`src/rtl/fnd_scan_decoder_pkg.sv`:
```
// fnd_pkg: segment codes, digit-select codes and frame-sum helper shared by
// the FND scan decoder files.
package fnd_pkg;

  localparam int FND_DIGITS = 4;

  // Active-low segment patterns g..a with dp removed
  localparam logic [6:0] SEG_0     = 7'h40;
  localparam logic [6:0] SEG_1     = 7'h79;
  localparam logic [6:0] SEG_2     = 7'h24;
  localparam logic [6:0] SEG_3     = 7'h30;
  localparam logic [6:0] SEG_4     = 7'h19;
  localparam logic [6:0] SEG_5     = 7'h12;
  localparam logic [6:0] SEG_6     = 7'h02;
  localparam logic [6:0] SEG_7     = 7'h78;
  localparam logic [6:0] SEG_8     = 7'h00;
  localparam logic [6:0] SEG_9     = 7'h10;
  localparam logic [6:0] SEG_BLANK = 7'h7F;

  // Active-low digit selects: ones, tens, hundreds, thousands
  localparam logic [3:0] DIGIT_SEL_0 = 4'b1110;
  localparam logic [3:0] DIGIT_SEL_1 = 4'b1101;
  localparam logic [3:0] DIGIT_SEL_2 = 4'b1011;
  localparam logic [3:0] DIGIT_SEL_3 = 4'b0111;

  typedef enum logic {ST_COLLECT, ST_EMIT} fnd_state_e;

  // Four BCD digits to binary; max 9999 so 14 bits never overflow
  function automatic logic [13:0] bcd_weight(input logic [3:0] d3, input logic [3:0] d2,
                                             input logic [3:0] d1, input logic [3:0] d0);
    return 14'(d3) * 14'd1000 + 14'(d2) * 14'd100 + 14'(d1) * 14'd10 + 14'(d0);
  endfunction

endpackage

```
`src/rtl/fnd_scan_decoder_if.sv`:
```
// fnd_scan_decoder_if: FND pin inputs and decoded-frame outputs.
// master = pin driver / result consumer, slave = the decoder.
interface fnd_scan_decoder_if;
  logic [3:0]  fnd_digit;
  logic [7:0]  fnd_data;
  logic [13:0] o_value;
  logic        o_valid;
  logic        o_seg_err;
  logic [3:0]  o_blank;
  logic [3:0]  o_dot;

  modport master (output fnd_digit, fnd_data,
                  input  o_value, o_valid, o_seg_err, o_blank, o_dot);
  modport slave  (input  fnd_digit, fnd_data,
                  output o_value, o_valid, o_seg_err, o_blank, o_dot);
endinterface

```
`src/rtl/fnd_scan_decoder_seg_decode.sv`:
```
// fnd_seg_decode: active-low 7-segment pattern to BCD digit.
// All-off is reported as blank (digit 0); anything else unknown is an error.
module fnd_seg_decode
  import fnd_pkg::*;
(
  input  logic [6:0] seg,
  output logic [3:0] bcd,
  output logic       is_blank,
  output logic       is_err
);

  // Table lookup of the ten digit glyphs plus blank
  always_comb begin
    bcd      = 4'd0;
    is_blank = 1'b0;
    is_err   = 1'b0;
    case (seg)
      SEG_0:     bcd = 4'd0;
      SEG_1:     bcd = 4'd1;
      SEG_2:     bcd = 4'd2;
      SEG_3:     bcd = 4'd3;
      SEG_4:     bcd = 4'd4;
      SEG_5:     bcd = 4'd5;
      SEG_6:     bcd = 4'd6;
      SEG_7:     bcd = 4'd7;
      SEG_8:     bcd = 4'd8;
      SEG_9:     bcd = 4'd9;
      SEG_BLANK: is_blank = 1'b1;
      default:   is_err = 1'b1;
    endcase
  end

endmodule

```
`src/rtl/fnd_scan_decoder.sv`:
```
// fnd_scan_decoder: watches multiplexed FND pins, debounces each digit
// position and emits the displayed 4-digit number once per full scan.
// Optional: FND_DP_CAPTURE_EN stores per-position dp and reports it on o_dot.
module fnd_scan_decoder
  import fnd_pkg::*;
#(
  parameter int STABLE_CYCLES = 16
) (
  input  logic                clk,
  input  logic                reset,
  fnd_scan_decoder_if.slave   bus
);

  localparam logic [7:0] CNT_MAX = 8'(STABLE_CYCLES - 1);

  logic [11:0] sync1, sync2, prev;
  logic [7:0]  cnt;
  logic        acc_done;
  logic        changed, take, cap;
  logic        pos_ok;
  logic [1:0]  pos;
  logic [3:0]  bcd;
  logic        is_blank, is_err;

  fnd_state_e                   state;
  logic [FND_DIGITS-1:0][3:0]   dig_q, dig_nx;
  logic [3:0]                   blank_q, blank_nx, mask_q, mask_nx;
  logic                         err_q, err_nx;
  logic [13:0]                  value_q;
  logic                         valid_q, seg_err_q;
  logic [3:0]                   blank_o, dot_o;

  // Two-flop synchronizer plus one-cycle history for change detection
  always_ff @(posedge clk or posedge reset) begin
    if (reset) begin
      sync1 <= 12'hFFF;
      sync2 <= 12'hFFF;
      prev  <= 12'hFFF;
    end else begin
      sync1 <= {bus.fnd_digit, bus.fnd_data};
      sync2 <= sync1;
      prev  <= sync2;
    end
  end

  assign changed = (sync2 != prev);
  assign take    = !changed && (cnt == CNT_MAX) && !acc_done;

  // Stability counter; acc_done makes each stable period yield one acceptance
  always_ff @(posedge clk or posedge reset) begin
    if (reset) begin
      cnt      <= 8'd0;
      acc_done <= 1'b0;
    end else if (changed) begin
      cnt      <= 8'd0;
      acc_done <= 1'b0;
    end else begin
      if (cnt != CNT_MAX) cnt <= cnt + 8'd1;
      if (take)           acc_done <= 1'b1;
    end
  end

  // Exactly-one-low digit select to position index
  always_comb begin
    pos_ok = 1'b1;
    pos    = 2'd0;
    case (sync2[11:8])
      DIGIT_SEL_0: pos = 2'd0;
      DIGIT_SEL_1: pos = 2'd1;
      DIGIT_SEL_2: pos = 2'd2;
      DIGIT_SEL_3: pos = 2'd3;
      default:     pos_ok = 1'b0;
    endcase
  end

  fnd_seg_decode u_seg_decode (
    .seg      (sync2[6:0]),
    .bcd      (bcd),
    .is_blank (is_blank),
    .is_err   (is_err)
  );

  assign cap = take && pos_ok;

  // Frame registers after this cycle's capture, used to emit the full frame
  always_comb begin
    dig_nx   = dig_q;
    blank_nx = blank_q;
    mask_nx  = mask_q;
    err_nx   = err_q;
    if (cap) begin
      dig_nx[pos]   = bcd;
      blank_nx[pos] = is_blank;
      mask_nx[pos]  = 1'b1;
      err_nx        = err_q | is_err;
    end
  end

`ifdef FND_DP_CAPTURE_EN
  logic [3:0] dot_q, dot_nx;

  // dp is active low on the pin; stored as 1 = lit
  always_comb begin
    dot_nx = dot_q;
    if (cap) dot_nx[pos] = ~sync2[7];
  end

  // Per-position dp store
  always_ff @(posedge clk or posedge reset) begin
    if (reset) dot_q <= 4'b0000;
    else       dot_q <= dot_nx;
  end
`else
  logic unused_dp;
  assign unused_dp = sync2[7];
`endif

  // Collect/emit FSM with registered frame outputs
  always_ff @(posedge clk or posedge reset) begin
    if (reset) begin
      state     <= ST_COLLECT;
      dig_q     <= '0;
      blank_q   <= 4'b0000;
      mask_q    <= 4'b0000;
      err_q     <= 1'b0;
      value_q   <= 14'd0;
      valid_q   <= 1'b0;
      seg_err_q <= 1'b0;
      blank_o   <= 4'b0000;
      dot_o     <= 4'b0000;
    end else begin
      case (state)
        ST_COLLECT: begin
          dig_q   <= dig_nx;
          blank_q <= blank_nx;
          mask_q  <= mask_nx;
          err_q   <= err_nx;
          valid_q <= 1'b0;
          if (mask_nx == 4'hF) begin
            state     <= ST_EMIT;
            valid_q   <= 1'b1;
            value_q   <= bcd_weight(dig_nx[3], dig_nx[2], dig_nx[1], dig_nx[0]);
            seg_err_q <= err_nx;
            blank_o   <= blank_nx;
`ifdef FND_DP_CAPTURE_EN
            dot_o     <= dot_nx;
`else
            dot_o     <= 4'b0000;
`endif
          end
        end
        ST_EMIT: begin
          valid_q <= 1'b0;
          mask_q  <= 4'b0000;
          err_q   <= 1'b0;
          state   <= ST_COLLECT;
        end
        default: state <= ST_COLLECT;
      endcase
    end
  end

  assign bus.o_value   = value_q;
  assign bus.o_valid   = valid_q;
  assign bus.o_seg_err = seg_err_q;
  assign bus.o_blank   = blank_o;
  assign bus.o_dot     = dot_o;

endmodule

```
`src/flat_wrapper.sv`:
```
// flat-port wrapper written by rule: the top's interface ports become plain ports
module fnd_scan_decoder_flat import fnd_pkg::*;
#(
  parameter int STABLE_CYCLES = 16
)
  (clk, reset, bus_fnd_digit, bus_fnd_data, bus_o_value, bus_o_valid, bus_o_seg_err, bus_o_blank, bus_o_dot);
  fnd_scan_decoder_if bus_i ();
  input  logic clk;
  input  logic reset;
  input wire logic [$bits(bus_i.fnd_digit)-1:0] bus_fnd_digit;
  input wire logic [$bits(bus_i.fnd_data)-1:0] bus_fnd_data;
  output wire logic [$bits(bus_i.o_value)-1:0] bus_o_value;
  output wire logic [$bits(bus_i.o_valid)-1:0] bus_o_valid;
  output wire logic [$bits(bus_i.o_seg_err)-1:0] bus_o_seg_err;
  output wire logic [$bits(bus_i.o_blank)-1:0] bus_o_blank;
  output wire logic [$bits(bus_i.o_dot)-1:0] bus_o_dot;
  assign bus_i.fnd_digit = bus_fnd_digit;
  assign bus_i.fnd_data = bus_fnd_data;
  assign bus_o_value = bus_i.o_value;
  assign bus_o_valid = bus_i.o_valid;
  assign bus_o_seg_err = bus_i.o_seg_err;
  assign bus_o_blank = bus_i.o_blank;
  assign bus_o_dot = bus_i.o_dot;
  fnd_scan_decoder #(.STABLE_CYCLES(STABLE_CYCLES)) u_core (.clk(clk), .reset(reset), .bus(bus_i));
endmodule
```
`config.mk`:
```
export PLATFORM = sky130hd
export DESIGN_NAME = fnd_scan_decoder_flat
export DESIGN_NICKNAME = d
export VERILOG_FILES = /design/src/rtl/fnd_scan_decoder_pkg.sv /design/src/rtl/fnd_scan_decoder_if.sv /design/src/rtl/fnd_scan_decoder_seg_decode.sv /design/src/rtl/fnd_scan_decoder.sv /design/src/flat_wrapper.sv
export SDC_FILE = /design/constraint.sdc
export NUM_CORES = 1
export LEC_CHECK = 0
export CAP_MARGIN = 20
export CORE_MARGIN = 5
export CORE_UTILIZATION = 41
export CTS_BUF_LIST = sky130_fd_sc_hd__clkbuf_8
export DETAILED_ROUTE_END_ITERATION = 7
export PLACE_DENSITY_LB_ADDON = 0.1
export RECOVER_POWER = 25
export SLEW_MARGIN = 20
export SYNTH_ARGS = -nofsm -noshare
export SYNTH_HDL_FRONTEND = slang
export SYNTH_HIERARCHICAL = 1
export SYNTH_SLANG_ARGS = --single-unit
```
`constraint.sdc`:
```
create_clock -name clk -period 5.7 [get_ports clk]
set_input_delay 1.14 -clock clk [delete_from_list [all_inputs] [get_ports clk]]
set_output_delay 1.14 -clock clk [all_outputs]
set_load 0.01 [all_outputs]
```
---- Yosys cells after proc, flatten, opt, wreduce, memory -nomap -nowiden ----
Cells that the tools add are included.
storage, ports and cells
  register bits after elaboration ......... 90
  input port bits ......................... 14
  output and inout port bits .............. 24
  logic and storage cells ................. 81
cells by class
  add/subtract/negate cells ............... 4
  $mul .................................... 3
  magnitude comparators ................... 2
  eq/ne operators ......................... 18
  muxes and demuxes ....................... 23
  bitwise gates (word level) .............. 3
  reduce and logical (&&, ||, !) cells .... 12
operators by type and width
  kind                                                                      count
  4-bit case mux with 9 select lines                                        1
  7-bit equality test (second input constant)                               4
  7-bit by 5-bit equality test with 1-bit output (second input constant)    3
  16-bit bitwise mux                                                        1
  4-bit equality test (second input constant)                               4
  16-bit 2-to-1 mux                                                         1
  8-bit 2-to-1 mux                                                          2
  14-bit by 11-bit adder with 14-bit output                                 1
  14-bit by 4-bit adder with 14-bit output                                  1
  14-bit by 8-bit adder with 14-bit output                                  1
  7-bit by 6-bit equality test with 1-bit output (second input constant)    2
  4-bit 2-to-1 mux                                                          3
  12-bit inequality test                                                    1
  4-bit by 7-bit multiplier with 11-bit output (second input constant)      1
  11-bit OR reduction                                                       1
  4-bit by 5-bit multiplier with 9-bit output (second input constant)       1
  8-bit by 1-bit adder with 8-bit output (second input constant)            1
  4-bit demux with 2-bit select                                             1
  8-bit by 4-bit equality test with 1-bit output (second input constant)    1
  1-bit 2-to-1 mux                                                          8
  8-bit by 4-bit inequality test with 1-bit output (second input constant)  1
  4-bit case mux with 2 select lines                                        1
  7-bit by 2-bit equality test with 1-bit output (second input constant)    1
  7-bit logical NOT                                                         1
  16 further kinds                                                          22

---- Logic depth before layout (Yosys ltp) ----
Gate-level depths: netlist of the first run.
  depth in word-level cells ............... 12
  depth in mapped cells ................... 25

---- Cells and area by module ----
The synthesis of the first run kept the hierarchy.
by module, submodules not included
  module            times used  cells each  area each (sq um)
  fnd_scan_decoder  1           441         5,287.6
  fnd_seg_decode    1           28          191.4

---- Worst setup path before layout of the first run ----
Ideal clock, no wire load.
  kind .................................... reg-to-reg
  start ................................... register u_core.sync2[8]
  end ..................................... register u_core.value_q[13] (netlist: u_core/bus.o_value[13])
  arrival ................................. 5.879 ns
  data required time ...................... 5.608 ns
  slack ................................... -0.270 ns
  stages on the path, launching flop included .. 23
  path buffers ............................ 1
  period minus slack after synthesis ...... 5.970 ns
  path through ............................ dfstp_2 > clkbuf_1 > xor2_1 > nor4_4 > nand4_4 > mux2i_1 > inv_1 > fa_1 > inv_1 > fa_1 > inv_1 > ha_1 > nor2b_1 > o21ai_0 > nand2b_1 > xor2_1 > ha_1 > ha_1 > ha_1 > o41ai_1 > o21ai_0 > and3_1 > o31ai_2
RTL lines
  element                 RTL line                 RTL
  start, declared         fnd_scan_decoder.sv:16   logic [11:0] sync1, sync2, prev;
  start signal, assigned  fnd_scan_decoder.sv:41   sync2 <= sync1;
  end signal, assigned    fnd_scan_decoder.sv:142  value_q <= bcd_weight(dig_nx[3], dig_nx[2], dig_nx[1], dig_nx[0]);
  end, declared           fnd_scan_decoder.sv:29   logic [13:0] value_q;

==> key figures, run 1 <==
Worst setup path
  • CP Buf/Inv Count: 5
  • Reg2Reg Depth: 22
  • WP depth: 22
  • CP Max Fanout: 5
  • CP Class: reg2reg
  • Critical Path RT: 5970 ps
  • CP peak stage delay: 530 ps
  • Worst r2r src: u_core/cnt[5]
  • Startpoint types: register
  • CP endpoint kind: register
  • Crit path from: u_core/cnt[5]
  • Setup crit end: u_core/bus.o_value[11]
  • Crit path DAT: between 5000 and 6000 ps
  • Worst flop-to-flop path endpoint: u_core/bus.o_value[11]
  • Slowest CP cell: fa_1
  • Critical Path, Cell by Cell: or3_4 -> nor4_4 -> nand4_4 -> mux2i_4 -> inv_2 -> buf_6 -> ha_1 -> ha_1 -> ha_2 -> inv_1 -> fa_1 -> inv_1 -> fa_1 -> ha_4 -> ha_4 -> nand3_1 -> nand2_1 -> a41o_1 -> o41ai_2 -> buf_4 -> xnor2_1 -> mux2_2
  • Worst path top cell family by delay: adder cells
  • Internal reg-to-reg setup slack: 150 ps

Floorplanning
  • Starting Density: between 40% and 50%
  • Core footprint: 13190 um2
  • I/O pin count: 38
  • Die area: 15780 um2
  • Die height: 125.6 um
  • Row count: 42
  • Die W: 125.6 um

CTS
  • Root buf cell: clkbuf_8
  • CTS clock-pin slew for the worst setup and hold paths: 90 ps
  • Total CTS buffers: 9
  • CTS max path bufs: 2
  • CTS tree: done
  • CTS Hold Bufs: 0
  • Clock insertion delay at the later pin of the skew report: 370 ps
  • H-tree Lvls: 3
  • CTS Sinks: 90

Finish
  • Most common cell after layout, fill and taps aside: dfrtp_1
  • Share of cells above drive strength 1: 33.99%
  • Fillers: 1194
  • Area Overhead vs Synth: 24.46%
  • Final Cell Area: ~6800 um2
  • Inserted Diodes: 0
  • NumNets Final: 640
  • Most frequent cells in the layout: 54 x dfrtp_1, 51 x buf_4, 43 x mux2_2, 42 x ha_1, 41 x inv_1

Timing
  • Peak Freq: 180.3 MHz
  • Final Critical Period: 5547 ps
  • Slew HR: between 30% and 40%
  • Final hold viol count: 0
  • Final setup viols: 0
  • Part of the cycle the worst path needs: between 90 and 100%
  • Slew @ Worst Pin: between 900 and 1000 ps
  • Final worst slack: ~150 ps
  • Skew final: 16.85 ps
  • Final Max Slew Viols: 0

Global route
  • Vias in the first global route: 3745
  • Initial antenna violation count: 0
  • Tot GR Track Use: roughly 14%
  • Overflow after GRT: 0
  • Global-route wire length before repair: approximately 18000 um
  • Largest net degree at the start of global routing: 47

Synthesis
  • Mapped cell area: between 5000 and 6000 um2
  • Yosys Warn Count: 6
  • Post-synthesis sequential area ratio: 41.93%
  • Synth Flop Type: dfrtp_1
  • Async S/R FF share, synth: 100.0%
  • Post-synth EDFFs: 0
  • Avg Inst Size Synth: approximately 12 um2
  • Synth Instances: ~470
  • Synth unique cells: 55
  • Yosys reg bits: 90

Detailed routing
  • Drt total wl: around 11000 um
  • Wirelength per Cell: about 15 um
  • Number of remaining DRC errors: 0
  • Post-DRT Antenna Nets: 0
  • Routed vias/inst: 4.855
  • Drt initial violations: 163
  • Drt pass-1 iters: 4
  • Via count: 3583

Place
  • Setup WS pre-CTS: just over 20 ps
  • Final HPWL DP: between 7000 and 8000 um
  • GPL Wtd Cong: 0.8250
  • IO Port Bufs: 33
  • Area after DPL: around 6200 um2

Flow run
  • Max-Cap Viols: 0

Worst hold path
  • Hold Crit Class: reg2reg

Power and ir drop
  • Pwr dens: about 180 nW/um2
  • Static leakage: 3.358 nW
  • Peak VDD IR: 0.0001139 V

Outcome
  • Outcome: finished, final reports clean
power by group:
group	internal (W)	switching, W	leakage (nW)
logic	0.0000314	0.0000411	2.11
clock network	0.000258	0.000231	0.120
registers	0.000661	0.00000972	1.13
total	0.000950	0.000282	3.36
flip-flops by register name, summed over array words and instances, names as in the netlist:
register              cells
u_core/acc_done           1
u_core/blank_q            4
u_core/bus.o_blank        4
u_core/bus.o_seg_err      1
u_core/bus.o_valid        1
u_core/bus.o_value       14
u_core/cnt                8
u_core/dig_q             16
u_core/err_q              1
u_core/mask_q             4
u_core/prev              12
u_core/sync1             12
u_core/sync2             12
cell type report:
class                           instances  area (um2)  share of cell area, %
Multi-Input combinational cell        323        3138                  46.02
Sequential cell                        90        2297                  33.69
Timing Repair Buffer                   90       780.7                  11.45
Tap cell                              176       220.2                  3.229
Inverter                               43       162.7                  2.385
Clock buffer                           10       137.6                  2.018
Clock inverter                          6       82.58                  1.211
cell usage after synthesis (2+ instances only):
cell,number,share of area (%)
xnor2_1,19,3.0
nor4_4,4,1.6
mux2i_1,5,0.91
a31oi_1,5,0.57
mux2_2,43,8.8
buf_4,5,0.69
o41ai_1,4,0.64
nor4_1,4,0.46
clkbuf_1,5,0.34
dfstp_2,36,17
and3_1,3,0.34
dfrtp_1,54,25
nand2_1,27,1.8
ha_1,52,12
a21o_1,5,0.69
nor3_1,6,0.55
a21oi_1,21,1.9
nand4_1,2,0.23
nor2_1,29,2.0
buf_6,4,0.82
xor2_1,17,2.7
nand3_1,6,0.55
nand2b_1,6,0.69
nand4b_1,5,0.80
fa_1,17,6.2
and4_1,2,0.32
nand4_2,3,0.69
inv_1,42,2.9
nor2b_1,3,0.34
o21ai_0,10,0.91
worst register-to-register path: cells and delay by family (launching register included):
kind / cells / cell delay (ps)
compound gates: 2 / 640
xor+xnor: 1 / 50
fa+ha+maj: 7 / 2270
buf+inv: 5 / 500
flops: 1 / 390
mux: 2 / 470
simple gates: 5 / 1140
cell families (layout without fill, tap and decap cells):
logic type               count (synthesis)  after routing  share of synthesized area (%)
adder cells (fa/ha/maj)                 69             69                          18.09
other                                    1              4                        0.06844
buffers and inverters                   59            149                          5.252
AND/OR/NAND/NOR                        112            112                          12.95
multiplexers                            48             48                          9.751
flip-flops                              90             90                          41.93
AO/OA/AOI/OAI                           54             54                          6.212
XOR/XNOR                                36             36                          5.755
worst min path at each step:
| stage | cells after the start | slack [ps] | start | endpoint |
|---|---|---|---|---|
| floorplan | 0 | 350 | u_core/sync1[0] | u_core/sync2[0] |
| global placement | 0 | 350 | u_core/sync1[2] | u_core/sync2[2] |
| detailed placement | 0 | 350 | u_core/sync1[2] | u_core/sync2[2] |
| CTS | 0 | 360 | u_core/sync1[2] | u_core/sync2[2] |
| global route | 0 | 360 | u_core/sync1[0] | u_core/sync2[0] |
| finish | 0 | 360 | u_core/sync1[2] | u_core/sync2[2] |
what timing repair did:
action / 4_1_cts / 5_1_grt
resized for setup: 0 / 35
endpoints found under the hold margin: 0 / 0
setup buffers: 7 / 14
endpoints found under the setup margin: 1 / 4
pin swaps: 2 / 23
per-stage QoR:
step / instances / hold slack [ps] / total power, W / util (%) / setup TNS, ps
floorplan: 472 / 345.2 / 0.0007217 / - / -70.52
global placement: 701 / 346.0 / 0.0007433 / 47.09 / 0
detailed placement: 701 / 347.2 / 0.0007441 / 47.09 / 0
CTS: 724 / 358.5 / 0.001251 / 49.16 / 0
global route: 738 / 360.5 / 0.001291 / 51.70 / -94.43
finish: 738 / 356.5 / 0.001232 / 51.70 / 0
per-layer routing:
| layer | track usage (%) | vias to the layer above | wire [um] | share of wire [%] |
|---|---|---|---|---|
| li1 | - | 1783 | - | - |
| met2 | 23.41 | 47 | 5370 | 49 |
| met1 | 18.75 | 1731 | 5004 | 46 |
| met5 | 0 | - | 0 | 0 |
| met4 | 4.847 | 0 | 246 | 2.3 |
| met3 | 3.795 | 22 | 295 | 2.7 |
Note: power is estimated with default switching activity, not from simulation.
==> inputs of run 2 (changes only) <==
--- a/config.mk
+++ b/config.mk
@@ -9,7 +9,9 @@
 export CORE_MARGIN = 5
 export CORE_UTILIZATION = 41
 export CTS_BUF_LIST = sky130_fd_sc_hd__clkbuf_8
+export CTS_CLUSTER_SIZE = 30
 export DETAILED_ROUTE_END_ITERATION = 7
+export GPL_TIMING_DRIVEN = 1
 export PLACE_DENSITY_LB_ADDON = 0.1
 export RECOVER_POWER = 25
 export SLEW_MARGIN = 20
==> results of run 2 <==
No change in the layout: final DEF, timing and power equal those of run 1.
